$ cat config.mk
export PLATFORM = sky130hd
export DESIGN_NAME = bcd_encoder_seq
export DESIGN_NICKNAME = d
export VERILOG_FILES = /design/src/rtl/bcd_encoder_seq.sv
export SDC_FILE = /design/constraint.sdc
export NUM_CORES = 1
export LEC_CHECK = 0
export BUFFER_PORTS_ARGS = -buffer_cell sky130_fd_sc_hd__buf_2
export CAP_MARGIN = 20
export CORE_MARGIN = 3
export CORE_UTILIZATION = 45
export DETAILED_ROUTE_END_ITERATION = 10
export GPL_TIMING_DRIVEN = 0
export SYNTH_ARGS = -nofsm -noshare
export SYNTH_HDL_FRONTEND = slang
export SYNTH_SLANG_ARGS = --single-unit
$ cat constraint.sdc
create_clock -name clk -period 8.2 [get_ports clk]
set_clock_uncertainty 0.15 [all_clocks]
set_input_delay 0.82 -clock clk [delete_from_list [all_inputs] [get_ports clk]]
set_output_delay 0.82 -clock clk [all_outputs]
set_load 0.01 [all_outputs]
$ cat src/rtl/bcd_encoder_seq.sv
// Sequential binary-to-BCD converter (shift-add-3), one input bit per clock,
// with start/busy/done handshake, decimal overflow flag and leading-zero mask.
module bcd_encoder_seq #(
    parameter int BIN_W  = 32,
    parameter int DIGITS = 10
) (
    input  logic                  clk,
    input  logic                  reset,
    input  logic                  start,
    input  logic [BIN_W-1:0]      binary,
    input  logic [7:0]            length,
    output logic [4*DIGITS-1:0]   bcd,
    output logic [DIGITS-1:0]     blank,
    output logic                  overflow,
    output logic                  busy,
    output logic                  done
);

    localparam int CW = $clog2(BIN_W + 1);

    typedef enum logic {IDLE, SHIFT} state_t;

    state_t                 state_q, state_d;
    logic [BIN_W-1:0]       sr_q, sr_d;
    logic [DIGITS-1:0][3:0] dig_q, dig_d;
    logic [DIGITS-1:0][3:0] adj, shifted;
    logic [CW-1:0]          cnt_q, cnt_d, eff_len;
    logic                   sticky_q, sticky_d;
    logic [DIGITS-1:0][3:0] bcd_q, bcd_d;
    logic [DIGITS-1:0]      blank_q, blank_d;
    logic                   ovf_q, ovf_d;
    logic                   done_q, done_d;
    logic                   carry_out;
    logic [31:0]            shamt;

    // blank[i] set when digits i..top are all zero; digit 0 is never blanked.
    function automatic logic [DIGITS-1:0] lead_zero(input logic [DIGITS-1:0][3:0] d);
        logic all_zero;
        all_zero  = 1'b1;
        lead_zero = '0;
        for (int i = DIGITS - 1; i >= 1; i--) begin
            all_zero     = all_zero & (d[i] == 4'd0);
            lead_zero[i] = all_zero;
        end
    endfunction

    always_comb begin
        if (32'(length) >= 32'(BIN_W)) eff_len = CW'(BIN_W);
        else                           eff_len = CW'(length);
        shamt = 32'(BIN_W) - 32'(eff_len);
    end

    // Add-3 correction then one-bit shift of {digits, shift register}.
    always_comb begin
        for (int i = 0; i < DIGITS; i++)
            adj[i] = (dig_q[i] >= 4'd5) ? dig_q[i] + 4'd3 : dig_q[i];
        shifted[0] = {adj[0][2:0], sr_q[BIN_W-1]};
        for (int i = 1; i < DIGITS; i++)
            shifted[i] = {adj[i][2:0], adj[i-1][3]};
        carry_out = adj[DIGITS-1][3];
    end

    always_comb begin
        state_d  = state_q;
        sr_d     = sr_q;
        dig_d    = dig_q;
        cnt_d    = cnt_q;
        sticky_d = sticky_q;
        bcd_d    = bcd_q;
        blank_d  = blank_q;
        ovf_d    = ovf_q;
        done_d   = 1'b0;
        unique case (state_q)
            IDLE: begin
                if (start) begin
                    sr_d     = binary << shamt;
                    dig_d    = '0;
                    sticky_d = 1'b0;
                    cnt_d    = eff_len;
                    if (eff_len == '0) begin
                        bcd_d   = '0;
                        ovf_d   = 1'b0;
                        blank_d = lead_zero('0);
                        done_d  = 1'b1;
                    end else begin
                        state_d = SHIFT;
                    end
                end
            end
            SHIFT: begin
                sr_d     = sr_q << 1;
                dig_d    = shifted;
                sticky_d = sticky_q | carry_out;
                cnt_d    = cnt_q - CW'(1);
                if (cnt_q == CW'(1)) begin
                    bcd_d   = shifted;
                    ovf_d   = sticky_q | carry_out;
                    blank_d = lead_zero(shifted);
                    done_d  = 1'b1;
                    state_d = IDLE;
                end
            end
            default: state_d = IDLE;
        endcase
    end

    always_ff @(posedge clk or posedge reset) begin
        if (reset) begin
            state_q  <= IDLE;
            sr_q     <= '0;
            dig_q    <= '0;
            cnt_q    <= '0;
            sticky_q <= 1'b0;
            bcd_q    <= '0;
            blank_q  <= '0;
            ovf_q    <= 1'b0;
            done_q   <= 1'b0;
        end else begin
            state_q  <= state_d;
            sr_q     <= sr_d;
            dig_q    <= dig_d;
            cnt_q    <= cnt_d;
            sticky_q <= sticky_d;
            bcd_q    <= bcd_d;
            blank_q  <= blank_d;
            ovf_q    <= ovf_d;
            done_q   <= done_d;
        end
    end

    assign bcd      = bcd_q;
    assign blank    = blank_q;
    assign overflow = ovf_q;
    assign busy     = (state_q == SHIFT);
    assign done     = done_q;

endmodule

After elaboration in Yosys (flattened, before gate mapping)
Index checks and enable logic that the tools add are counted.
{"block": "totals", "register_bits": 132, "wordCells": 115, "out_inout_bits": 53}
{"block": "classes", "shift": 1, "muxes": 39, "n_addsub": 12, "order_cmp": 11, "n_reduce_logical": 11, "n_eq_ne": 4, "n_bitwise": 10}
{"operator": "2-to-1 mux 40 bit", "count": 4}
{"operator": "one-hot mux 40 bit (2 select lines)", "count": 2}
{"operator": "one-hot mux 32 bit (2 select lines)", "count": 1}
{"operator": "adder 4 x 2 -> 4 bit (second input constant)", "count": 10}
{"operator": ">= comparator 4 x 3 -> 1 bit (second input constant)", "count": 10}
{"operator": "2-to-1 mux 4 bit", "count": 10}
{"operator": "zero test 4 bit", "count": 9}
{"operator": "2-to-1 mux 32 bit", "count": 1}
{"operator": "<< shifter 32 x 32 -> 32 bit", "count": 1}
{"operator": "2-to-1 mux 10 bit", "count": 3}
{"operator": "one-hot mux 10 bit (2 select lines)", "count": 1}
{"operator": "2-to-1 mux 6 bit", "count": 2}
{"operator": "one-hot mux 6 bit (2 select lines)", "count": 1}
{"operator": "2-to-1 mux 1 bit", "count": 10}
{"operator": "AND 1 bit", "count": 8}
{"operator": ">= comparator 8 x 6 -> 1 bit (second input constant)", "count": 1}
{"operator": "one-hot mux 1 bit (2 select lines)", "count": 4}
{"operator": "subtractor 6 x 6 -> 7 bit (first input constant)", "count": 1}
{"operator": "equality test 6 x 1 -> 1 bit (second input constant)", "count": 1}
{"operator": "zero test 6 bit", "count": 1}
{"operator": "subtractor 6 x 1 -> 6 bit (second input constant)", "count": 1}
{"operator": "!= test 2 bit (second input constant)", "count": 2}
{"operator": "AND reduction 3 bit", "count": 1}
{"operator": "!= test 2 x 1 -> 1 bit (second input constant)", "count": 1}
{"operator": "other kinds (2)", "count": 2}

Longest topological paths before layout
{"block": "logic_depth", "depth_word": 13, "mapped_depth": 13}

Least setup slack after synthesis
Ideal clock, no wire load.
{"block": "synth_timing", "kind": "input-to-reg", "start": "input length[5]", "end": "register sr_q[21]", "setup_ns": 0.134, "slack_ns": 4.632, "t_required_ns": 7.916, "path_buffers": 4, "t_arrival_ns": 3.283, "path_stages": 12, "path_cell_list": "nor4b_4 buf_6 inv_4 ha_1 buf_2 buf_2 buf_1 mux4_2 mux2i_1 nor3_1 a21oi_1 o21ai_1"}
{"block": "synth_between", "elab_chain_len": 6}
{"item": "from (decl)", "line_no": "11", "rtl": "input logic [7:0] length,"}
{"item": ">= comparator 8 x 6 -> 1 bit", "line_no": "48", "rtl": "if (32'(length) >= 32'(BIN_W)) eff_len = CW'(BIN_W);"}
{"item": "2-to-1 mux 6 bit *", "line_no": "48"}
{"item": "subtractor 6 x 6 -> 7 bit *", "line_no": "50", "rtl": "shamt = 32'(BIN_W) - 32'(eff_len);"}
{"item": "<< shifter 32 x 32 -> 32 bit *", "line_no": "76", "rtl": "sr_d = binary << shamt;"}
{"item": "2-to-1 mux 32 bit *", "line_no": "75", "rtl": "if (start) begin"}
{"item": "one-hot mux 32 bit (2 select lines) *", "line_no": "73", "rtl": "unique case (state_q)"}
{"item": "to (signal assigned)", "line_no": "120", "rtl": "sr_q <= sr_d;"}
{"item": "to (decl)", "line_no": "24", "rtl": "logic [BIN_W-1:0] sr_q, sr_d;"}
Mark *: on every way between the ends. The rest lies on a longest branch, timed or not. The select of a mux whose other input is x is not followed.
A chain may end at the register's enable or synchronous reset.

Final worst setup path
Same ends and word-level chain as after synthesis.

==> results.json <==
{
  "status": "completed",
  "rsz0062_at_grt": "no",
  "yosysUniqueCellTypes": 82,
  "synth_top_area_cell": "dfrtp_1",
  "powerDensity_mw_per_mm2": 361,
  "hold_violations": 0,
  "die_h_microns": 141,
  "ys.flop_type": "dfrtp_1",
  "die-area_sq_mm": 0.0200,
  "first_pass_iters": 5,
  "swShare_pct": 41.5,
  "via_per_inst": 5.86,
  "placed_area_sq_mm": 0.00904,
  "io_buffers": 94,
  "yosysTopAreaCellShare_pct": 39.7,
  "htreeDepth": 4,
  "vdd_drop_max_v": 0.000191,
  "power_frac_comb_pct": 44.6,
  "internal-power_w": 0.00204,
  "cts_root_buf": "clkbuf_16",
  "cts_resized": 0,
  "cp_max_fo": 10,
  "syn_area_sq_mm": 0.00825,
  "max_freq_ghz": 0.250,
  "r2r-start": "busy$_DFF_PP0_",
  "dieWidth_microns": 141,
  "post_cts_buffers": 0,
  "setup_viol": 0,
  "clk_pin_slew_ns": 0.06,
  "gp_congestion": 0.932,
  "multi_input_area_sq_mm": 0.00460,
  "r2r-end": "bcd[16]$_DFFE_PP0P_",
  "yosysWarnings": 0,
  "nets": 1093,
  "initialDrtViolationCount": 534,
  "endpoint_kind": "flop",
  "worstHoldPathType": "in2async",
  "clockBufferDepth": 2,
  "rr_worst_depth": 9,
  "fin_crit_ns": 4.00,
  "grt_pass1_wl_microns": 39700,
  "drive_above_1_share_pct": 17.5,
  "clock_power_share_pct": 22.5,
  "use_met2_pct": 37.7,
  "dpl.hpwl_microns": 18500,
  "ys_seq_area_share_pct": 39.7,
  "wl_microns": 24800,
  "final_cells": 1264,
  "worst-endpoint-required_ns": 8.34,
  "diodes": 0,
  "antenna_found_initial": 0,
  "area_growth_pct": 16.9,
  "avgRoutedWirePerCell_microns": 19.6,
  "seqPwrFrac_pct": 32.8,
  "cts_tree": "done",
  "ys_top_cells_by_area": "dfrtp_1 40%, nand2_1 8.4%, mux2i_1 5.7%",
  "clock_latency_ns": 0.43,
  "maxCapViolCount": 0,
  "grt_max_degree": 81,
  "rows": 48,
  "synth_nets": 979,
  "syn_area_per_cell_sq_um": 9.04,
  "critPathKind": "in2reg",
  "regArea_sq_mm": 0.00328,
  "place_ws_ns": 3.83,
  "synth_seq_cells": 131,
  "power.net_switching_w": 0.00144,
  "synth-edff-count": 0,
  "reg2reg_slack_ns": 5.01,
  "crit_path_start_kind": "input pin",
  "arrival_ns": 4.15,
  "grt_pass1_vias": 7051,
  "grt.overflow.total": 0,
  "relSlewSlack_pct": 41.7,
  "synth-async-reset-ratio_pct": 100,
  "fin_crit_sh_pct": 48.8,
  "p_leak_nw": 4.55,
  "grt-busiest-layer": "met1",
  "start_util_pct": 46.9,
  "drcViolationCount": 0,
  "setup-tns-final_ns": 0,
  "cts_made_buffers": 17,
  "grtUsageTotal_pct": 25.3,
  "pin_count": 96,
  "core-area_sq_mm": 0.0176,
  "worst_slew_pin_slew_ns": 0.868,
  "vias": 7407,
  "grtUsageMet3_pct": 5.43,
  "placed_cells": 1233,
  "setup_slack_ns": 4.20,
  "ant_nets": 0,
  "cts_sinks": 131,
  "use_met1_pct": 37.8,
  "final_area_sq_mm": 0.00965,
  "synth_cells": 913,
  "slew_viol_final": 0,
  "hold_buffers": 0,
  "hold-worst-slack_ns": 0.287,
  "n_fill_cell": 1693
}
[routing by layer]
metal  up-vias  wire length [microns]
met5         -                      0
met4         0                    381
met3        35                   1660
met2       279                  10700
met1      3578                  12000
li1       3515                      -
[worst max path at each step]
stage / from / end / slack, ns / depth (start not counted)
4_1_cts: length[5] / sr_q[21]$_DFFE_PP0P_ / 4.26 / 13
6_report: length[5] / sr_q[21]$_DFFE_PP0P_ / 4.20 / 13
5_1_grt: length[5] / sr_q[22]$_DFFE_PP0P_ / 3.98 / 13
3_5_place_dp: length[5] / sr_q[21]$_DFFE_PP0P_ / 3.83 / 13
3_3_place_gp: reset / dig_q[26]$_DFFE_PP0P_ / 2.08 / 2
2_1_floorplan: reset / bcd[0]$_DFFE_PP0P_ / 3.73 / 1
[final cells by class]
type	instances	area share (%)
Clock buffer	20	4.73
Sequential cell	131	34.0
Timing Repair Buffer	95	5.16
Multi-Input combinational cell	696	47.6
Tap cell	225	2.92
Clock inverter	11	1.59
Inverter	36	1.48
Buffer	50	2.50
[power by group through the flow]
| stage | clock network [W] | registers (W) | logic, W |
|---|---|---|---|
| after CTS | 0.000795 | 0.00114 | 0.00156 |
| final | 0.000784 | 0.00114 | 0.00155 |
| after detailed placement | 0 | 0.00115 | 0.00155 |
| after floorplan | 0 | 0.00114 | 0.00107 |
| after global routing | 0.000828 | 0.00118 | 0.00176 |
| after global placement | 0 | 0.00114 | 0.00152 |
[critical path, cell delays in order]
cell and delay, ns:
buf_2 0.15, nor3_1 0.28, clkbuf_1 0.40, nand2_1 0.11
ha_1 0.28, buf_2 0.25, buf_2 0.30, buf_1 0.47
mux4_2 0.42, mux2i_1 0.28, nor3_1 0.09, a21oi_1 0.21
o21ai_1 0.08
[placed cells by master (no fill, tap or decap), types with 22 or more instances in the layout]
cell type	netlist	final
nand2_1	184	184
inv_1	33	32
a21oi_1	48	48
o21ai_1	23	23
nor2_1	39	39
a21o_1	24	24
clkbuf_1	27	28
o21ai_0	52	52
mux2i_1	47	47
nor3b_1	22	22
buf_2	9	103
ha_1	23	23
dfrtp_1	131	131
[logic make-up after synthesis]
family,Yosys count,share of synthesized area (%)
AND/OR/NAND/NOR,336,19.1
AO/OA/AOI/OAI,250,20.2
flip-flops,131,39.7
buffers and inverters,86,4.59
multiplexers,73,11.5
adder cells (fa/ha/maj),23,3.49
XOR/XNOR,13,1.38
other,1,0.0454
[state kept, by name (all words and copies together) (netlist names)]
name	count
dig_q	40
busy	1
overflow	1
sticky_q	1
cnt_q	6
done	1
bcd	40
blank	9
sr_q	32
[metrics by stage]
| step | power, W | utilization (%) |
|---|---|---|
| floorplan | 0.00220 | - |
| global placement | 0.00266 | 51.2 |
| detailed placement | 0.00269 | 51.4 |
| CTS | 0.00349 | 54.8 |
| global route | 0.00377 | 54.8 |
| finish | 0.00348 | 54.8 |
[cells in the mapped netlist, types with 22 or more instances]
master / count
a21o_1: 24
a21oi_1: 48
clkbuf_1: 27
dfrtp_1: 131
ha_1: 23
inv_1: 33
mux2i_1: 47
nand2_1: 184
nor2_1: 39
nor3b_1: 22
o21ai_0: 52
o21ai_1: 23
(Power assumes the default switching activity.)
